`src/rtl/ysyx_23060201_ifu_pkg.sv`:
```
// Shared definitions for the multi-cycle instruction fetch unit:
// FSM state encoding, reset PC and AXI read response code.
package ysyx_23060201_ifu_pkg;

   typedef enum logic [2:0] {
      S_AR   = 3'd0,
      S_R    = 3'd1,
      S_OUT  = 3'd2,
      S_WAIT = 3'd3,
      S_ERR  = 3'd4
   } ifu_state_e;

   localparam logic [31:0] IFU_RESET_PC = 32'h8000_0000;
   localparam logic [1:0]  RESP_OKAY    = 2'b00;

endpackage

```
`src/rtl/ysyx_23060201_ifu.sv`:
```
// Instruction fetch unit: owns the PC, issues one AR/R read per instruction,
// hands {pc, inst} to IDU and waits for the EXU commit before fetching again.
module ysyx_23060201_ifu
   import ysyx_23060201_ifu_pkg::*;
#(
   parameter int unsigned        ADDR_W   = 32,
   parameter int unsigned        DATA_W   = 32,
   parameter logic [ADDR_W-1:0]  RESET_PC = ADDR_W'(IFU_RESET_PC)
) (
   input  logic              clk,
   input  logic              rst,
   output logic [ADDR_W-1:0] araddr,
   output logic              arvalid,
   input  logic              arready,
   input  logic [DATA_W-1:0] rdata,
   input  logic [1:0]        rresp,
   input  logic              rvalid,
   output logic              rready,
   output logic [DATA_W-1:0] inst,
   output logic [ADDR_W-1:0] pc,
   output logic              inst_valid,
   input  logic              inst_ready,
   input  logic              commit_valid,
   input  logic [ADDR_W-1:0] dnpc,
   output logic              commit_ready,
   output logic              fetch_err
);

   ifu_state_e        r_state;
   logic [ADDR_W-1:0] r_pc;
   logic [DATA_W-1:0] r_inst;
   logic              r_err;

   always_ff @(posedge clk) begin
      if (!rst) begin
         r_state <= S_AR;
         r_pc    <= RESET_PC;
         r_inst  <= '0;
         r_err   <= 1'b0;
      end else begin
         unique case (r_state)
            S_AR: begin
               if (arready) r_state <= S_R;
            end
            S_R: begin
               if (rvalid) begin
                  if (rresp == RESP_OKAY) begin
                     r_inst  <= rdata;
                     r_state <= S_OUT;
                  end else begin
                     r_err   <= 1'b1;
                     r_state <= S_ERR;
                  end
               end
            end
            S_OUT: begin
               if (inst_ready) r_state <= S_WAIT;
            end
            S_WAIT: begin
               // pc takes dnpc even when misaligned so the faulting target stays visible
               if (commit_valid) begin
                  r_pc <= dnpc;
                  if (dnpc[1:0] == 2'b00) begin
                     r_state <= S_AR;
                  end else begin
                     r_err   <= 1'b1;
                     r_state <= S_ERR;
                  end
               end
            end
            S_ERR: begin
               r_state <= S_ERR;
            end
            default: begin
               r_state <= S_ERR;
            end
         endcase
      end
   end

   assign araddr       = r_pc;
   assign pc           = r_pc;
   assign inst         = r_inst;
   assign fetch_err    = r_err;
   assign arvalid      = (r_state == S_AR);
   assign rready       = (r_state == S_R);
   assign inst_valid   = (r_state == S_OUT);
   assign commit_ready = (r_state == S_WAIT);

endmodule

```
`config.mk`:
```
export PLATFORM = sky130hd
export DESIGN_NAME = ysyx_23060201_ifu
export DESIGN_NICKNAME = d
export VERILOG_FILES = /design/src/rtl/ysyx_23060201_ifu_pkg.sv /design/src/rtl/ysyx_23060201_ifu.sv
export SDC_FILE = /design/constraint.sdc
export NUM_CORES = 1
export LEC_CHECK = 0
export CORE_MARGIN = 2
export CORE_UTILIZATION = 38
export DETAILED_ROUTE_END_ITERATION = 10
export PLACE_DENSITY_LB_ADDON = 0.25
export SYNTH_ARGS = -nofsm -noshare
export SYNTH_HDL_FRONTEND = slang
export SYNTH_SLANG_ARGS = --single-unit
```
`constraint.sdc`:
```
create_clock -name clk -period 2 [get_ports clk]
set_clock_uncertainty 0.2 [all_clocks]
set_input_delay 0.2 -clock clk [delete_from_list [all_inputs] [get_ports clk]]
set_output_delay 0.2 -clock clk [all_outputs]
set_load 0.005 [all_outputs]
```
Word level (Yosys, flattened, before mapping)
Index checks and enable logic that the tools add are counted.

Register bits after elaboration: 68. Latch bits: 0. Memory bits (writable): 0. Bits in read-only memories: 0. Bits of input ports: 72. Output and inout bits: 101. Logic and storage cells: 33. Memories kept: 0.

$add $sub $neg: 0. Multiply operators: 0. Divide/modulo/power cells: 0. Magnitude comparators: 0. Equal/unequal tests: 9. Shift operators: 0. Mux-type cells: 12. Bitwise logic cells: 0. Reductions and logical operators: 8.

Operators with widths (count): 3-bit 2-to-1 mux (6); 3-bit one-hot mux with 4 select lines (1); 2-bit != test (second input constant) (4); 3-bit by 2-bit == test with 1-bit output (second input constant) (2); 5-bit AND reduction (1); 2-bit zero test (2); 1-bit 2-to-1 mux (4); 2-bit by 1-bit != test with 1-bit output (second input constant) (2); 4-bit AND reduction (1); 3-bit by 1-bit == test with 1-bit output (second input constant) (1); 3-bit zero test (1); 3-bit AND reduction (1); 1-bit one-hot mux with 2 select lines (1); 2-bit AND reduction (1); 2-bit nonzero test (1).

Depth between registers and ports, before layout
Depth in word-level cells: 4. Depth in mapped cells: 7. Gate-level depth less buffers: 4.

Worst setup path before layout
Ideal clock, no wire load.

Kind: register to register. From: reg r_state[2]. To: reg r_pc[31] (netlist: araddr[31]). Setup time: 0.134 ns. Arrival: 1.187 ns. Required time: 1.666 ns. Path slack: 0.480 ns. Stages on the path, launching flop included: 8. Buffers on the path: 3. Cell sequence: dfxtp_1 -> buf_4 -> and3b_1 -> and2_1 -> buf_4 -> buf_6 -> nand2_1 -> nand3_1.

Longest elaborated chain between the ends: 2.

Ends and longest elaborated chain: start, declared (line ysyx_23060201_ifu.sv:29) `ifu_state_e r_state;`; start signal, assigned (line ysyx_23060201_ifu.sv:36) `r_state <= S_AR;`; start signal, assigned (line ysyx_23060201_ifu.sv:43) `if (arready) r_state <= S_R;`; start signal, assigned (line ysyx_23060201_ifu.sv:49) `r_state <= S_OUT;`; 3-bit by 2-bit == test with 1-bit output; via commit_ready (line ysyx_23060201_ifu.sv:25) `output logic commit_ready,`; 2-bit AND reduction (no source line); end signal, assigned (line ysyx_23060201_ifu.sv:62) `r_pc <= dnpc;`; end, declared (line ysyx_23060201_ifu.sv:30) `logic [ADDR_W-1:0] r_pc;`.

The timed path passes the listed nets, and every way through them passes these cells. A chain may end at the register's enable or synchronous reset.

Final worst setup path
From: reg r_state[2]. To: out commit_ready.

Longest elaborated chain between the ends: 1.

Ends and longest elaborated chain: 3-bit by 2-bit == test with 1-bit output (line ysyx_23060201_ifu.sv:88) `assign commit_ready = (r_state == S_WAIT);`; end, declared (line ysyx_23060201_ifu.sv:25).

Every way passes these cells.

==> impl_results.md <==
* Hold Path Class: in -> reg
* Seq. cell area at between 0.001 and 0.0015 mm²
* Bufs on Longest Clock Path at 2
* Initial DRC Count at 75
* Tmin final at around 1.9 ns
* Post-Syn Area at approximately 0.0030 mm²
* CTS tree: done
* Crit-path max FO at 10
* Hold Fails Final Rpt at 0
* DR pass1 iterations at 4
* Post-DR vias/cell at roughly 4.6
* Core ar. at between 0.007 and 0.008 mm²
* Area of the multi-input gates at 0.00126 mm²
* DP Wirelength at 5450 µm
* Clk_lat worst skew at ~0.33 ns
* Status: complete, no violations
* Clock buffer count from CTS at 9
* Worst path slowest cell: clkdlybuf4s50_1
* Post-synth net total at 414
* Register area share after synthesis at roughly 45%
* CP delay by family, top: buffers and inverters
* Detailed Route WL at 7560 µm
* Syn Area/Cell at 8.82 µm²
* CP Cell Sequence: and3b_2 -> clkdlybuf4s50_1
* Flops & latches, synth at 68
* P_leak at about 1.6 nW
* Initial antenna violation count at 0
* Final ANT Viol Nets at 0
* WP data required at 1.60 ns
* Final period utilization at 95.9%
* Slowest Stage Delay on Critical Path at 0.52 ns
* Final Hold Slack at roughly 0.018 ns
* Power per cell area at between 600 and 700 mW/mm²
* I/O Buffers at 172
* Final setup TNS at 0 ns
* Horiz. Die Dim at between 90 and 100 µm
* Die ar. at 0.00866 mm²
* Std-Cell Rows at 32
* I/O pin total at about 170
* Worst EP arrival at between 1.5 and 2 ns
* Vias at between 2000 and 3000
* Post-synthesis cell count at between 300 and 400
* VDD IR max at 0.000515 V
* WL per Instance at 13.0 µm
* Worst slew pin tran at around 0.35 ns
* First-pass GRT wire length at about 12000 µm
* Synth warnings at 0
* Vias in the first global route at about 2500
* Buf/Inv on CP at 1
* Maxcap violations at 0
* Slew margin rel. at roughly three quarters
* Setup Crit Path Kind: reg -> out
* Reg clk slew, reported paths at 0.07 ns
* Highest clock rate at 522 MHz
* RSZ-0062 raised after global routing: false
* Cell variety after synth at 26
* Total power at between 0.003 and 0.004 W
* Nets at about 550
* Grt ovf at 0
* Clk root buf: clkbuf_8
* Chip Height at 93.1 µm
* Largest net degree at the start of global routing at between 40 and 50
* Number of remaining DRC errors at 0
* N_diodes at 0
* Total track usage at roughly 17%
* Final setup viols at 0
* Fraction of layout cells with a size suffix above 1 at about an eighth
* Setup crit end kind: output pin
* Slew Viols, Final at 0
* CTS Sinks at 68
* H-tree Lvls at 3
* # fillers at roughly 650
* Synth-to-Final Area Change at 59.0%
* GP Congestion at 0.779
* Initial Util at between 30% and 40%
* Critical Path Start Type: flip-flop
## cell usage after synthesis
| cell | n | area, µm² |
|---|---|---|
| buf_2 | 4 | 20.0 |
| o311a_1 | 1 | 10.0 |
| mux2i_1 | 2 | 20.0 |
| o21ai_0 | 3 | 15.0 |
| dfxtp_1 | 68 | 1360 |
| and3_1 | 1 | 6.26 |
| nand2_1 | 129 | 484 |
| and2_1 | 1 | 6.26 |
| buf_6 | 6 | 67.6 |
| nor3b_1 | 1 | 7.51 |
| a21oi_1 | 2 | 10.0 |
| nor3_1 | 1 | 5.00 |
| a21boi_2 | 30 | 338 |
| nand3_1 | 3 | 15.0 |
| a21boi_0 | 5 | 37.5 |
| mux2_2 | 1 | 11.3 |
| and3b_1 | 1 | 8.76 |
| nand4bb_1 | 1 | 11.3 |
| a22oi_1 | 1 | 7.51 |
| a21boi_1 | 29 | 218 |
| o21a_1 | 2 | 15.0 |
| nor2_1 | 2 | 7.51 |
| nor2b_1 | 1 | 6.26 |
| clkbuf_1 | 10 | 37.5 |
| nor3b_4 | 1 | 18.8 |
| buf_4 | 36 | 270 |
## logic make-up (layout without fill, tap and decap cells)
family                 Yosys count  after routing  synth area share, %
AOI/OAI and AO/OA               73             73                 21.6
and+or+nand+nor                142            142                 19.1
muxes                            3              3                 1.04
DFF                             68             68                 45.1
buffers and inverters           56            196                 13.1
## worst reg2reg max path: stages (launching register included)
cell and delay (ns):
dfxtp_4 0.41, nor3b_4 0.23, buf_4 0.15, and3_1 0.19, buf_12 0.19, nand2_1 0.09, a21boi_0 0.13
## repair_timing
| item | CTS | global route |
|---|---|---|
| setup endpoints to repair | 3 | 3 |
| gates cloned | 0 | 0 |
| hold buffers | 0 | 0 |
| resized for setup | 4 | 2 |
| setup buffers | 0 | 1 |
## worst paths after layout
| check | startpoint | end | slack [ns] | cells past startpoint |
|---|---|---|---|---|
| hold reg to reg | inst[9]$_SDFFE_PN0P_ | inst[9]$_SDFFE_PN0P_ | 0.27 | 2 |
| hold / removal | rst | araddr[31]$_SDFFE_PN1P_ | 0.02 | 2 |
| setup / recovery | r_state[2]$_SDFFE_PN0P_ | commit_ready | 0.08 | 2 |
| setup reg to reg | r_state[0]$_SDFFE_PN0P_ | inst[0]$_SDFFE_PN0P_ | 0.35 | 6 |
## cell usage in the layout, fill, tap and decap left out, drive strengths merged
cell / count
bufinv: 2
and3: 1
a22oi: 1
dfxtp: 68
o21ai: 3
mux2i: 2
o21a: 2
o311a: 1
nand4bb: 1
and2: 1
clkinvlp: 2
nand3: 3
nor3: 1
nor3b: 2
a21boi: 64
nand2: 129
buf: 9
a21oi: 2
nor2b: 1
clkdlybuf4s50: 171
nor2: 2
mux2: 1
clkinv: 1
clkbuf: 11
and3b: 1
## routing by layer
layer | global-route usage, % | vias up | part of all wire, %
met3 | 7.41 | 8 | 7.3
li1 | - | 1336 | -
met5 | 0 | - | 0
met2 | 29.6 | 86 | 51
met1 | 19.8 | 1237 | 41
met4 | 4.90 | 0 | 1.3
## power breakdown
part	switching [W]	internal [W]
sequential	0.0000263	0.00138
combinational	0.000101	0.000236
clock	0.000527	0.000772
## per-stage QoR
step	area [µm²]	utilization, %	instances	worst slack, ns
6_report	4790	62.0	584	0.0826
5_1_grt	4790	62.0	584	0.00219
4_1_cts	4780	61.9	583	0.0230
3_5_place_dp	4540	58.8	567	0.273
3_3_place_gp	4540	58.8	567	0.287
2_1_floorplan	3020	-	342	0.480
## flip-flops by register name (all words and copies together) (netlist names)
name       cells
araddr        32
r_state        3
inst          32
fetch_err      1
## cell type report
cell class                 count  share of cell area, %
timing repair buffer         180                   37.6
sequential                    68                   28.6
multi-input combinational    218                   26.3
clock buffer                  11                   3.16
tap                          102                   2.66
clock inverter                 5                   1.75
Power figures use the tool's default switching activity.
